### src/rtl/dmem_lsu_pkg.sv
// Shared constants for the data-memory load/store unit and the memory block it feeds.
package dmem_lsu_pkg;

  localparam int DMEM_ADDR_W = 14;
  localparam int DMEM_DEPTH  = 1024;

  typedef enum logic [1:0] {
    IDLE   = 2'd0,
    ACCESS = 2'd1,
    WAIT   = 2'd2,
    RESP   = 2'd3
  } lsu_state_e;

endpackage

### src/rtl/dmem_lsu.sv
// Single-request load/store unit: forms and range-checks the effective address,
// drives the data memory and returns load data over a valid/ready response channel.
module dmem_lsu
  import dmem_lsu_pkg::*;
#(
  parameter int DATA_W = 32,
  parameter int ADDR_W = DMEM_ADDR_W,
  parameter int DEPTH  = DMEM_DEPTH
) (
  input  logic              clk,
  input  logic              rst,
  input  logic              req_valid,
  output logic              req_ready,
  input  logic              req_we,
  input  logic [ADDR_W-1:0] req_base,
  input  logic [ADDR_W-1:0] req_off,
  input  logic [DATA_W-1:0] req_wdata,
  output logic              we_DM,
  output logic [DATA_W-1:0] dataDM,
  output logic [ADDR_W-1:0] addDM,
  input  logic [DATA_W-1:0] outDM,
  output logic              resp_valid,
  input  logic              resp_ready,
  output logic [DATA_W-1:0] resp_rdata,
  output logic              resp_err
);

  localparam logic [ADDR_W:0] DEPTH_LIM = (ADDR_W+1)'(DEPTH);

  lsu_state_e        stateQ, stateNext;
  logic              weQ;
  logic [ADDR_W-1:0] eaAddr;
  logic              outOfRange;

  // Two's-complement offset added as raw bits: the sum wraps silently modulo 2^ADDR_W.
  assign eaAddr     = req_base + req_off;
  assign outOfRange = {1'b0, eaAddr} >= DEPTH_LIM;

  assign req_ready  = (stateQ == IDLE);
  assign resp_valid = (stateQ == RESP);
  // Gated by rst so a store caught by a reset edge never reaches the memory.
  assign we_DM      = (stateQ == ACCESS) && weQ && !rst;

  always_ff @(posedge clk) begin
    if (rst) begin
      stateQ <= IDLE;
    end else begin
      stateQ <= stateNext;
    end
  end

  always_comb begin
    stateNext = stateQ;
    case (stateQ)
      IDLE:    if (req_valid) stateNext = outOfRange ? RESP : ACCESS;
      ACCESS:  stateNext = weQ ? RESP : WAIT;
      WAIT:    stateNext = RESP;
      RESP:    if (resp_ready) stateNext = IDLE;
      default: stateNext = IDLE;
    endcase
  end

  // Request capture in IDLE and registered read data capture in WAIT.
  always_ff @(posedge clk) begin
    if (rst) begin
      addDM      <= '0;
      dataDM     <= '0;
      weQ        <= 1'b0;
      resp_rdata <= '0;
      resp_err   <= 1'b0;
    end else begin
      case (stateQ)
        IDLE: begin
          if (req_valid) begin
            addDM      <= eaAddr;
            dataDM     <= req_wdata;
            weQ        <= req_we;
            resp_rdata <= '0;
            resp_err   <= outOfRange;
          end
        end
        WAIT: begin
          resp_rdata <= outDM;
          resp_err   <= 1'b0;
        end
        default: ;
      endcase
    end
  end

endmodule

### config.mk
export PLATFORM = sky130hd
export DESIGN_NAME = dmem_lsu
export DESIGN_NICKNAME = d
export VERILOG_FILES = /design/src/rtl/dmem_lsu_pkg.sv /design/src/rtl/dmem_lsu.sv
export SDC_FILE = /design/constraint.sdc
export NUM_CORES = 1
export LEC_CHECK = 0
export CAP_MARGIN = 5
export CORE_MARGIN = 2
export CORE_UTILIZATION = 35
export DETAILED_ROUTE_END_ITERATION = 6
export MAX_ROUTING_LAYER = met4
export PLACE_DENSITY = 0.71
export REMOVE_ABC_BUFFERS = 1
export SYNTH_ARGS = -nofsm -noshare
export SYNTH_HDL_FRONTEND = slang
export SYNTH_SLANG_ARGS = --single-unit
### constraint.sdc
create_clock -name clk -period 6.6 [get_ports clk]
set_input_delay 1.32 -clock clk [delete_from_list [all_inputs] [get_ports clk]]
set_output_delay 1.32 -clock clk [all_outputs]
set_load 0.01 [all_outputs]
; ---- Word-level counts from Yosys, hierarchy flattened
; Cells that the tools add are included.
[op_classes]
reduce_logical = 8
magnitude_cmp = 1
n_mux = 9
n_addsub = 1
n_eq_ne = 5
[ops]
columns = op, n
row1 = $pmux 32 s2, 1
row2 = $mux 32, 1
row3 = $add 14x14->14, 1
row4 = $ge 14x11->1 const B, 1
row5 = $pmux 2 s4, 1
row6 = $mux 2, 3
row7 = $reduce_and 2->1, 3
row8 = $eq 2x2->1 const B, 2
row9 = $eq 2x1->1 const B, 1
row10 = $logic_and 1x1->1, 2
row11 = $logic_not 2->1, 1
row12 = $mux 1, 2
row13 = $ne 2x1->1 const B, 1
row14 = $ne 2x2->1 const B, 1
row15 = $pmux 1 s2, 1
row16 = $reduce_bool 2->1, 1
row17 = $logic_not 1->1, 1
[word_totals]
inputBits = 97
reg_bits = 82

; ---- Longest topological paths before layout
[depth]
word_depth = 5
ltp_mapped = 9

; ---- Worst setup path after synthesis
; Ideal clock, no wire load.
[synth_timing]
path_type = input to output
startpoint = input port rst
endpoint = output port we_DM
required_ns = 5.280
path_stages = 3
path_buffers = 2
path_slack_ns = 3.314
t_arrival_ns = 1.966
cell_sequence = clkbuf_1 -> buf_1 -> nor2_1
[synth_via]
elab_chain_cells = 2
[synth_lines]
columns = element, line_no
row1 = from (decl), dmem_lsu.sv:11  ; input logic rst,
row2 = $logic_not 1->1, dmem_lsu.sv:42  ; assign we_DM = (stateQ == ACCESS) && weQ && !rst;
row3 = $logic_and 1x1->1, dmem_lsu.sv:42
row4 = to (decl), dmem_lsu.sv:18  ; output logic we_DM,
; Every way passes these cells.

; ---- Worst setup path in the final report
[layout_timing]
startpoint = input port req_base[0]
endpoint = register stateQ[1]
[layout_via]
elab_chain_cells = 5
[layout_lines]
columns = element, line_no
row1 = from (decl), dmem_lsu.sv:15  ; input logic [ADDR_W-1:0] req_base,
row2 = $add 14x14->14, dmem_lsu.sv:36  ; assign eaAddr = req_base + req_off;
row3 = $ge 14x11->1, dmem_lsu.sv:37  ; assign outOfRange = {1'b0, eaAddr} >= DEPTH_LIM;
row4 = $mux 2 (2 in series), dmem_lsu.sv:55  ; IDLE: if (req_valid) stateNext = outOfRange ? RESP : ACCESS;
row5 = $pmux 2 s4, dmem_lsu.sv:54  ; case (stateQ)
row6 = to (signal assigned), dmem_lsu.sv:48  ; stateQ <= stateNext;
row7 = to (decl), dmem_lsu.sv:30  ; lsu_state_e stateQ, stateNext;
; Every way passes these cells. The select of a mux whose other input is x is not followed.
; A chain may end at the register's enable or synchronous reset.

==> results.tsv <==
stage	metric	value	unit
outcome	status	finished clean	
synth	Post-synth top flop	dfxtp_1	
cts	CTS Buffer Depth	2	
detailed_routing	vias per inst	4.99	
global_route	GR Overflow Total	0	
place	Placed Instance Area	0.00545	sq mm
job	total of max-cap violations	0	
power_and_ir_drop	Leak	2.11	nW
critical_path	crit path launch	req_base[0]	
cts	Root Driver	clkbuf_8	
floorplan	Initial Util	0.363	
detailed_routing	Final ANT Viol Nets	0	
critical_path	CP peak stage delay	0.46	ns
synth	Mean Syn Cell Area	8.30	sq um
hold_path	hold depth	2	
critical_path	Setup CP Type	in2reg	
power_and_ir_drop	pwr dens	308	mW/mm^2
synth	sequential fraction of the synthesis area	0.460	
final_layout	Cell Count, Final, Fillers Out	734	
sta	relative slew slack	0.283	
final_layout	Final Instance Area	0.00564	sq mm
synth	synth warn	0	
critical_path	Worst Path Max Fanout	4	
final_layout	Nets	711	
detailed_routing	vias	3661	
global_route	global-route wire length before repair	16500	um
global_route	GRT Util Overall	0.191	
critical_path	Reg2Reg Depth	9	
global_route	vias in the first global route	3336	
place	post-place setup slack	2.67	ns
sta	fin worst setup slack	3.05	ns
floorplan	Std-Cell Rows	36	
hold_path	Hold Crit Class	reg2reg	
detailed_routing	Total Wirelength	10500	um
floorplan	Die Height	105	um
cts	H-tree depth	3	
synth	asr flop ratio synth	0	
cts	total CTS buffers	9	
cts	CTS tree	built	
place	RePlAce Congestion	0.879	
synth	Syn Inst Count	430	
floorplan	Core ar.	0.00982	sq mm
detailed_routing	DRC violations left	0	
sta	# setup viols final	0	
critical_path	Critical Path, Cell by Cell	clkdlybuf4s50_1 > ha_1 > inv_1 > fa_1 > nor2b_1 > o31ai_1 > a211oi_1 > o21ai_0 > a211oi_1 > a41oi_1	
place	Post-DP HPWL	7620	um
detailed_routing	initial drt markers	176	
critical_path	Most common cell on crit path	a211oi_1	
synth	Yosys cell types	49	
critical_path	Setup crit end kind	register	
final_layout	Area Growth Syn to Fin	58.1	%
synth	Post-synth top cells	nand2_1, dfxtp_1, a21oi_1	
sta	clk_skew	0.00749	ns
synth	post-synth top area share	0.460	
cts	post-CTS resize count	0	
cts	worst skew pair latency	0.36	ns
floorplan	I/O pins	179	
sta	period utilization	0.538	
hold_path	Min-Delay Startpoint	addDM[5]$_SDFFE_PP0P_	
global_route	initial antenna violation count	0	
critical_path	Reg-to-Reg Start	stateQ[0]$_SDFFE_PP0P_	
floorplan	die area	0.0110	sq mm
synth	Area contributors post-synth	dfxtp_1, nand2_1, a21oi_1	
floorplan	Die X	105	um
synth	most numerous cell in the Yosys netlist	nand2_1	
cts	Setup Buffers After CTS	0	
detailed_routing	drt first pass iters	4	
sta	final setup TNS	0	ns
synth	Yosys reg bits	82	
critical_path	critical path's slowest cell	clkdlybuf4s50_1	
sta	RSZ-0062 raised after global routing	no	
critical_path	Startpoint Class	input pin	
place	# port buffers	178	
final_layout	layout cells sized above 1	0.0466	
cts	CTS clock-pin slew for the worst setup and hold paths	0.08	ns
cts	clk sinks	82	
detailed_routing	Routed WL per cell	14.4	um
synth	Post-synth EDFFs	0	
final_layout	n_diodes	0	
global_route	pin count of the biggest net entering global routing	86	
place	Placed Cells	718	
critical_path	FF-to-FF setup slack	4.03	ns
sta	Slew @ Worst Pin	1.07	ns
sta	max frequency	0.281	GHz
critical_path	Critical Path AT	3.77	ns
sta	Max Transition Viols Final	0	
sta	fin crit period	3.55	ns
sta	Fin Hold WS	0.452	ns
power_and_ir_drop	maximum vdd drop	117	uV
cts	CTS Hold Bufs	0	
sta	Hold Vio Cnt, Final	0	
synth	dominant cell type by area after synthesis	dfxtp_1	
synth	synthesized area	0.00357	sq mm
critical_path	CP Data Required Time	6.81	ns
[per-stage QoR]
stage                util  power, mW
floorplan               -       1.03
global placement    0.555       1.39
detailed placement  0.555       1.41
CTS                 0.575       1.76
global route        0.575       1.85
finish              0.575       1.74
[metal layers]
layer,share of wire,GRT usage,wire [um]
met4,0.020,0.0695,216
met1,0.43,0.215,4540
met3,0.057,0.0462,606
met5,0,-,0
met2,0.49,0.330,5180
[report_power, final]
| part | switching [mW] | internal (mW) | leakage [nW] | total [mW] |
|---|---|---|---|---|
| clock network | 0.178 | 0.168 | 0.0960 | 0.347 |
| logic | 0.383 | 0.359 | 1.34 | 0.742 |
| registers | 0.0540 | 0.597 | 0.670 | 0.651 |
[final cells by class]
cell class / count / area [sq um]
clock buffers: 13 / 169
flip-flops and latches: 82 / 1640
multi-input cells: 310 / 1800
inverters: 12 / 45.0
clock inverters: 3 / 21.3
fillers: 919 / 4180
well taps: 133 / 166
repair buffers: 181 / 1800
[critical path: cells and delay by family]
| family | cells | cell delay [ns] |
|---|---|---|
| buffers and inverters | 2 | 0.52 |
| AND/OR/NAND/NOR | 1 | 0.25 |
| adder cells (fa/ha/maj) | 2 | 0.57 |
| AO/OA/AOI/OAI | 5 | 1.11 |
[placed cells by master, fill, tap and decap left out, types with 2 or more instances in the layout]
cell type,Yosys,final
clkdlybuf4s50_1,0,177
xor2_1,2,2
buf_4,0,3
a21o_1,3,3
inv_1,12,12
a22oi_1,33,33
o21ai_0,6,6
o31ai_1,2,2
a221oi_1,2,2
o31a_1,2,2
nor2_1,46,45
o21a_1,3,3
ha_1,17,17
o21bai_1,2,2
nor3_1,6,6
nand2_1,92,91
a211oi_1,7,7
nand3b_1,4,4
dfxtp_1,82,82
xnor2_1,3,3
nor2b_1,3,3
a21oi_1,51,50
clkbuf_8,0,12
[path summary, 6_finish.rpt]
| kind | endpoint |
|---|---|
| setup reg to reg | resp_err$_SDFFE_PP0P_ |
| hold reg to reg | addDM[5]$_SDFFE_PP0P_ |
| setup / recovery | stateQ[1]$_SDFFE_PP0P_ |
| hold / removal | addDM[5]$_SDFFE_PP0P_ |
[cells by family after synthesis]
logic type	share of synthesized area
AND/OR/NAND/NOR	0.193
multiplexers	0.00281
AO/OA/AOI/OAI	0.227
buffers and inverters	0.0403
adder cells (fa/ha/maj)	0.0652
flip-flops	0.460
XOR/XNOR	0.0123
[sequential cells by signal (all words and copies together) (netlist names)]
| name | count |
|---|---|
| dataDM | 32 |
| resp_rdata | 32 |
| addDM | 14 |
| stateQ | 2 |
| resp_err | 1 |
| weQ | 1 |
(Power assumes the default switching activity.)
